===== src/rtl/game_ctrl.sv =====
// game_ctrl: frame-level sequencer for the dinosaur runner (idle/clear/run/pause/over, BCD score, speed level).
// Optional best-score register and port are built when GAME_CTRL_HISCORE_EN is defined.
module game_ctrl #(
  parameter int FRAMES_PER_POINT = 6,
  parameter int POINTS_PER_LEVEL = 100,
  parameter int MAX_LEVEL        = 7
) (
  input  logic        clk,
  input  logic        rst_n,
  input  logic        fresh,
  input  logic        btn_start,
  input  logic        btn_jump,
  input  logic        btn_pause,
  input  logic        dino_px,
  input  logic        obst_px,
  output logic        game_status,
  output logic        clear,
  output logic        jump_req,
  output logic        game_over,
  output logic [15:0] score,
`ifdef GAME_CTRL_HISCORE_EN
  output logic [15:0] hiscore,
`endif
  output logic [3:0]  level
);

  typedef enum logic [2:0] {S_IDLE, S_CLR, S_RUN, S_PAUSE, S_OVER} state_t;

  localparam int IN_FRESH = 3;
  localparam int IN_START = 2;
  localparam int IN_JUMP  = 1;
  localparam int IN_PAUSE = 0;

  localparam logic [7:0]  FRAME_LAST = 8'(FRAMES_PER_POINT - 1);
  localparam logic [15:0] POINT_LAST = 16'(POINTS_PER_LEVEL - 1);
  localparam logic [3:0]  LEVEL_MAX  = 4'(MAX_LEVEL);

  state_t      r_state, w_state_next;
  logic [3:0]  r_in_q, r_in_qq;
  logic [7:0]  r_frame;
  logic [15:0] r_points;
  logic        r_hit;
  logic [15:0] r_score;
  logic [3:0]  r_level;
  logic        r_game_status, r_clear, r_jump_req, r_game_over;

  logic        w_tick, w_start_e, w_jump_e, w_pause_e;
  logic        w_in_run, w_enter_clr, w_frame_wrap, w_score_sat;
  logic [15:0] w_score_inc, w_score_next;
  logic [3:0]  w_carry;

  // Second register stage makes every event one cycle late and immune to a held level.
  assign w_tick    = r_in_qq[IN_FRESH] & ~r_in_q[IN_FRESH];
  assign w_start_e = r_in_q[IN_START] & ~r_in_qq[IN_START];
  assign w_jump_e  = r_in_q[IN_JUMP]  & ~r_in_qq[IN_JUMP];
  assign w_pause_e = r_in_q[IN_PAUSE] & ~r_in_qq[IN_PAUSE];

  assign w_in_run     = (r_state == S_RUN);
  assign w_enter_clr  = (w_state_next == S_CLR) && (r_state != S_CLR);
  assign w_frame_wrap = w_in_run && w_tick && (r_frame == FRAME_LAST);
  assign w_score_sat  = (r_score == 16'h9999);

  assign w_carry[0] = 1'b1;
  for (genvar gi = 0; gi < 4; gi++) begin : g_bcd
    logic w_nine;
    assign w_nine = (r_score[4*gi +: 4] == 4'd9);
    assign w_score_inc[4*gi +: 4] = !w_carry[gi] ? r_score[4*gi +: 4] :
                                    (w_nine ? 4'd0 : r_score[4*gi +: 4] + 4'd1);
    if (gi < 3) begin : g_carry
      assign w_carry[gi+1] = w_carry[gi] & w_nine;
    end
  end

  assign w_score_next = (w_frame_wrap && !w_score_sat) ? w_score_inc : r_score;

  always_comb begin
    w_state_next = r_state;
    unique case (r_state)
      S_IDLE:  if (w_start_e) w_state_next = S_CLR;
      S_CLR:   w_state_next = S_RUN;
      S_RUN: begin
        // A pending hit wins over a pause landing on the same frame tick.
        if (w_tick && r_hit)  w_state_next = S_OVER;
        else if (w_pause_e)   w_state_next = S_PAUSE;
      end
      S_PAUSE: begin
        if (w_start_e)        w_state_next = S_CLR;
        else if (w_pause_e)   w_state_next = S_RUN;
      end
      S_OVER:  if (w_start_e) w_state_next = S_CLR;
      default: w_state_next = S_IDLE;
    endcase
  end

  always_ff @(posedge clk or negedge rst_n) begin
    if (!rst_n) begin
      r_state       <= S_IDLE;
      r_in_q        <= 4'd0;
      r_in_qq       <= 4'd0;
      r_game_status <= 1'b0;
      r_clear       <= 1'b0;
      r_game_over   <= 1'b0;
      r_jump_req    <= 1'b0;
      r_frame       <= 8'd0;
      r_points      <= 16'd0;
      r_hit         <= 1'b0;
      r_score       <= 16'd0;
      r_level       <= 4'd0;
    end else begin
      r_state       <= w_state_next;
      r_in_q        <= {fresh, btn_start, btn_jump, btn_pause};
      r_in_qq       <= r_in_q;
      r_game_status <= (w_state_next == S_RUN);
      r_clear       <= (w_state_next == S_CLR);
      r_game_over   <= (w_state_next == S_OVER);

      if (w_state_next != S_RUN)    r_jump_req <= 1'b0;
      else if (w_in_run && w_jump_e) r_jump_req <= 1'b1;
      else if (w_tick)              r_jump_req <= 1'b0;

      if (w_enter_clr) begin
        r_frame  <= 8'd0;
        r_points <= 16'd0;
        r_hit    <= 1'b0;
        r_score  <= 16'd0;
        r_level  <= 4'd0;
      end else if (w_in_run) begin
        if (dino_px & obst_px) r_hit <= 1'b1;
        if (w_tick) begin
          r_frame <= (r_frame == FRAME_LAST) ? 8'd0 : r_frame + 8'd1;
          r_score <= w_score_next;
          // Points stop counting once the score display is pinned at 9999.
          if (w_frame_wrap && !w_score_sat) begin
            if (r_points == POINT_LAST) begin
              r_points <= 16'd0;
              if (r_level < LEVEL_MAX) r_level <= r_level + 4'd1;
            end else begin
              r_points <= r_points + 16'd1;
            end
          end
        end
      end
    end
  end

`ifdef GAME_CTRL_HISCORE_EN
  logic [15:0] r_hiscore;

  // BCD digits compare correctly as a plain binary magnitude.
  always_ff @(posedge clk or negedge rst_n) begin
    if (!rst_n) begin
      r_hiscore <= 16'd0;
    end else if (w_in_run && (w_state_next == S_OVER) && (w_score_next > r_hiscore)) begin
      r_hiscore <= w_score_next;
    end
  end

  assign hiscore = r_hiscore;
`endif

  assign game_status = r_game_status;
  assign clear       = r_clear;
  assign jump_req    = r_jump_req;
  assign game_over   = r_game_over;
  assign score       = r_score;
  assign level       = r_level;

endmodule


===== config.mk =====
export PLATFORM = sky130hd
export DESIGN_NAME = game_ctrl
export DESIGN_NICKNAME = d
export VERILOG_FILES = /design/src/rtl/game_ctrl.sv
export SDC_FILE = /design/constraint.sdc
export NUM_CORES = 1
export LEC_CHECK = 0
export ABC_CLOCK_PERIOD_IN_PS = 2350
export CAP_MARGIN = 10
export CORE_ASPECT_RATIO = 0.75
export CORE_MARGIN = 2
export CORE_UTILIZATION = 59
export CTS_BUF_LIST = sky130_fd_sc_hd__clkbuf_2 sky130_fd_sc_hd__clkbuf_4 sky130_fd_sc_hd__clkbuf_8
export CTS_CLUSTER_SIZE = 20
export DETAILED_ROUTE_END_ITERATION = 7
export PLACE_DENSITY_LB_ADDON = 0.08
export SLEW_MARGIN = 20
export SYNTH_ARGS = -nofsm -noshare
export SYNTH_HDL_FRONTEND = slang
export SYNTH_SLANG_ARGS = --single-unit

===== constraint.sdc =====
create_clock -name clk -period 2.35 [get_ports clk]
set_clock_uncertainty 0.2 [all_clocks]
set_input_delay 0.47 -clock clk [delete_from_list [all_inputs] [get_ports clk]]
set_output_delay 0.47 -clock clk [all_outputs]
set_load 0.005 [all_outputs]

==> flow_summary.ini, run 1 <==
[run_status]
status = complete, no violations

[global_routing]
grt_pass1_vias = 2475
overflow = 0
grt_start_max_net_pins = 24
antenna_found_initial = 0
grt_pass1_wl_um = 11750
grt.total_usage_pct = 26.02

[yosys]
ys_seq_area_share_pct = 47.11
synth_top_flop_cell = dfrtp_1
synth.most_common_cell = dfrtp_1
netlist_area_um2 = 3187
synth_nets = 337
async_flop_share_pct = 100.0
synth_warnings = 0
synthTopCellsByArea = dfrtp_1 (47%), ha_1 (4.7%), a21oi_1 (4.1%)
synth-edff-count = 0
synth_top_area_share_pct = 47.11
syn_inst = 317
yosys.cell_types.count = 67
netlist_top_cells_count = dfrtp_1 (60), nand2_1 (29), a21oi_1 (26), nor2_1 (26), nand3_1 (15)
avgSynthCellArea_um2 = 10.05
synth.largest_area_cell = dfrtp_1
synth_seq_cells = 60

[timing]
finalHoldViolations = 0
finalCriticalPeriod_ps = 2256
fmax_mhz = 443.3
holdWs_ps = 187.0
worst_pin_slew_ps = 540.5
final-max-slew-violation-count = 0
slew_headroom_pct = 63.97
fin_ws_ps = 93.94
setup-violations-final = 0
fin_crit_sh_pct = 96.00
fin_setup_tns_ps = 0

[clock_tree]
htreeDepth = 3
cts_tree = yes
clock-root-buffer = clkbuf_8
clkLatencyLatePin_ps = 350
clockBufferDepth = 2
numCtsBuffers = 9
clkTransAtPathRegs_ps = 70
clkSinkCount = 60

[pwr]
total_power_uw = 2726
ir_worst_vdd_uv = 457.4
clockPowerShare_pct = 41.4
p_per_area_nw_per_um2 = 677.2
p_switching_uw = 718.6
p_sw_share_pct = 26.36
p_int_uw = 2007
power_frac_seq_pct = 43.3
p_leak_uw = 0.001807
pwr-share-comb_pct = 15.4

[detailed_routing]
route.vias.total = 2671
wl_um = 7154
drt_iter0_drc = 189
avgViaCountPerCell = 5.870
drt_pass1_iterations = 4
drc = 0
antenna_left = 0
wl_per_cell_um = 15.72

[critical_path]
worstSetupPathType = register to register
worst-r2r-setup-slack_ps = 90
cp-start-kind = register
reg2reg_to = level[2]$_DFFE_PN0P_
crit_fanout = 7
ff2ff_path_depth = 8
critPathLaunch = r_frame[1]$_DFFE_PN0P_
endpoint_kind = register
arrival_ps = 2350
worstReg2RegStart = r_frame[1]$_DFFE_PN0P_
required_ps = 2440

[die]
die_h_um = 67.65
die_w_um = 88.87
die_area_um2 = 6011
rows = 23
fp.coreArea_um2 = 5266
start_util_pct = 60.51
pin_count = 32

[worst_hold_path]
min_to = r_in_qq[0]$_DFF_PN0_
hold_depth = 0
worstHoldStart = r_in_q[0]$_DFF_PN0_
hp-class = register to register

[placement]
port_buffers = 31
dp_hpwl_um = 4818
place_congestion = 0.9057
placed_area_um2 = 3699
place_ws_ps = 66.69

[run]
drv_cap = 0

[final_layout]
nets = 395
final_layout_size_suffix_gt1_share_pct = 17.11
n_antenna_cell = 0
stdcell_area_um2 = 4025
area_growth_pct = 26.31
fill_cells = 379
## power by group through the flow
stage | Combinational [uW] | Sequential, uW | Clock [uW]
floorplan | 267 | 1170 | 0
global placement | 397 | 1190 | 0
detailed placement | 406 | 1200 | 0
CTS | 417 | 1180 | 1150
global route | 464 | 1190 | 1190
finish | 419 | 1180 | 1130
## layout by cell type, fill, tap and decap left out, drive strengths merged, types with 5 or more instances in the layout
cell           instances
buf                   23
o31ai                  5
dfrtp                 60
clkdlybuf4s50         30
and3                   5
clkbuf                11
nand2                 29
nand3                 16
nand3b                 6
nor2                  29
ha                    12
o21ai                 22
nor3                  12
a21oi                 27
or3                    5
inv                   11
## per-stage QoR
step | instances | util (%)
CTS | 450 | 75.05
global placement | 433 | 70.23
global route | 455 | 76.43
finish | 455 | 76.43
floorplan | 317 | -
detailed placement | 433 | 70.23
## state kept, by name, summed over array words and instances, names as in the netlist, 3 cells and up
signal	count
r_in_qq	4
score	16
r_in_q	4
r_state	3
r_points	16
level	4
r_frame	8
## worst max-delay path: stages (launching register included)
cell      delay [ps]
dfrtp_1          410
inv_1             80
ha_1             150
and4bb_1         240
nand4_2          150
or2_1            330
buf_4            190
nor4b_1          300
o21a_1           150
## cell type report
cell class	instances	area (um^2)	share of cell area, %
tap	75	93.84	2.331
clock buffer	11	138.9	3.450
multi-input combinational	239	1644	40.85
sequential	60	1501	37.30
clock inverter	5	100.1	2.487
timing repair buffer	54	505.5	12.56
inverter	11	41.29	1.026
## routing by layer
metal | vias to the layer above | routed length [um] | GRT usage, %
met1 | 1272 | 3306 | 35.08
met3 | 13 | 358 | 5.868
li1 | 1299 | - | -
met4 | 0 | 121 | 11.74
met5 | - | 0 | 0
met2 | 87 | 3368 | 40.30
## timing repair
item                                   CTS  global route
resized for setup                        1             6
pin swaps                                0             5
endpoints found under the hold margin   20             0
buffers inserted                         0             5
hold buffers                             1             0
setup endpoints to repair                1            10
## logic make-up (layout without fill, tap and decap cells)
kind of cell,count (synthesis),after routing,share of synthesized area (%)
DFF,60,60,47.11
muxes,5,5,1.610
xor gates and xnor gates,4,4,1.100
and+or+nand+nor,137,137,26.78
AOI/OAI and AO/OA,81,81,16.14
adders and majority gates,12,12,4.711
buffers and inverters,18,81,2.552
## how the worst max path moves through the flow
stage,to,slack [ps],cells past startpoint
floorplan,r_points[8]$_DFFE_PN0P_,200,8
global placement,score[7]$_DFFE_PN0P_,200,8
detailed placement,score[11]$_DFFE_PN0P_,70,8
CTS,score[11]$_DFFE_PN0P_,1,8
global route,score[7]$_DFFE_PN0P_,-40,8
finish,level[2]$_DFFE_PN0P_,90,8
Power figures use the tool's default switching activity.
==> inputs of run 2 (changes only) <==
- ABC_CLOCK_PERIOD_IN_PS: 2350 -> 2800
- CAP_MARGIN: 10 -> 30
- CORE_UTILIZATION: 59 -> 60
- clock period: 2.35 -> 2.8 ns (I/O delays scaled with it)
==> run 2 against run 1 <==
Critical endpoint unchanged. Sequential power is 16% lower. Utilization down 0.66 points. Non-clock buffer count is 17 lower. Highest routed layer unchanged.
==> flow_summary.ini, run 2 (synthesis results as in run 1) <==
[timing]
setup-violations-final = 0
finalHoldViolations = 0
slew_headroom_pct = 59.76
final-max-slew-violation-count = 0
fin_setup_tns_ps = 0
finalCriticalPeriod_ps = 2365
fmax_mhz = 422.8
fin_crit_sh_pct = 84.47
rsz0062_at_grt = false
worst_pin_slew_ps = 603.7
fin_ws_ps = 434.8

[detailed_routing]
route.vias.total = 2633
avgViaCountPerCell = 6.053
antenna_left = 0
wl_per_cell_um = 16.06
drt_pass1_iterations = 4
drc = 0
wl_um = 6988
drt_iter0_drc = 288

[placement]
place_congestion = 0.9575
dp_hpwl_um = 4946
placed_area_um2 = 3600
place_ws_ps = 485.8
port_buffers = 31

[die]
start_util_pct = 63.61
rows = 22
die_h_um = 67.12
die_area_um2 = 5917
pin_count = 32
fp.coreArea_um2 = 5010
die_w_um = 88.16

[pwr]
ir_worst_vdd_uv = 377.5
total_power_uw = 2114
p_leak_uw = 0.001676
p_per_area_nw_per_um2 = 556.9

[clock_tree]
clkSinkCount = 60
clockBufferDepth = 2
cts_tree = yes
clkLatencyLatePin_ps = 340
clkTransAtPathRegs_ps = 70
cts_resized = 0
post_cts_buffers = 0
htreeDepth = 3
clock-root-buffer = clkbuf_8
numCtsBuffers = 9
cts_hold_buffers = 0

[final_layout]
layout_commonest_cell = dfrtp_1
final_cell_mix = dfrtp_1 (60), clkdlybuf4s50_1 (30), nand2_1 (29), a21oi_1 (26), nor2_1 (26)
n_antenna_cell = 0
stdcell_area_um2 = 3796
nets = 378
final_layout_size_suffix_gt1_share_pct = 12.40
area_growth_pct = 19.12

[global_routing]
grt_pass1_vias = 2547
antenna_found_initial = 0
grt_start_max_net_pins = 35
grt.total_usage_pct = 27.28
grt_pass1_wl_um = 12220
overflow = 0

[worst_hold_path]
hp-class = primary input to asynchronous set/reset pin

[critical_path]
worstSetupPathType = register to register
required_ps = 2880
cp-start-kind = register
arrival_ps = 2440
worst-r2r-setup-slack_ps = 430
endpoint_kind = register
crit_fanout = 11

[run]
drv_cap = 0

[run_status]
status = complete, no violations
run 2: final cells by class:
class / count / area [um^2]
clock buffer: 14 / 161.4
clock inverter: 2 / 35.03
fill: 373 / 1214
inverter: 11 / 41.29
multi-input combinational: 239 / 1604
sequential: 60 / 1501
tap: 72 / 90.09
timing repair buffer: 37 / 362.8
run 2: critical path, cell delays in order, from the launching register on:
cell	delay [ps]
dfrtp_1	420
inv_1	70
ha_1	120
and4bb_1	220
nand4_2	120
buf_4	220
or2_1	400
nor4b_1	360
o21a_1	160
run 2: final timing paths:
check | from | endpoint | depth (start not counted)
worst max-delay path | r_frame[1]$_DFFE_PN0P_ | level[2]$_DFFE_PN0P_ | 8
worst max register to register | r_frame[1]$_DFFE_PN0P_ | level[2]$_DFFE_PN0P_ | 8
max in group asynchronous | rst_n | score[4]$_DFFE_PN0P_ | 2
min in group clk | r_in_q[0]$_DFF_PN0_ | r_in_qq[0]$_DFF_PN0_ | 0
worst min-delay path | rst_n | level[0]$_DFFE_PN0P_ | 1
worst min register to register | r_in_q[0]$_DFF_PN0_ | r_in_qq[0]$_DFF_PN0_ | 0
run 2: report_power, final:
group | internal (uW) | switching (uW) | total, uW
logic | 139 | 194 | 333
clock network | 460 | 327 | 788
registers | 925 | 68.3 | 993
run 2: through the flow:
stage | utilization [%] | cells | hold WS, ps
global route | 75.77 | 435 | 74.82
finish | 75.77 | 435 | 22.81
global placement | 71.85 | 419 | 157.4
detailed placement | 71.85 | 419 | 173.5
floorplan | - | 317 | 64.41
CTS | 75.77 | 435 | 43.66
run 2: metal layers:
| metal | vias up | GRT usage, % | wire length, um |
|---|---|---|---|
| met3 | 12 | 8.550 | 522 |
| met5 | - | 0 | 0 |
| li1 | 1259 | - | - |
| met1 | 1274 | 38.22 | 3193 |
| met4 | 0 | 10.04 | 96 |
| met2 | 88 | 40.06 | 3175 |
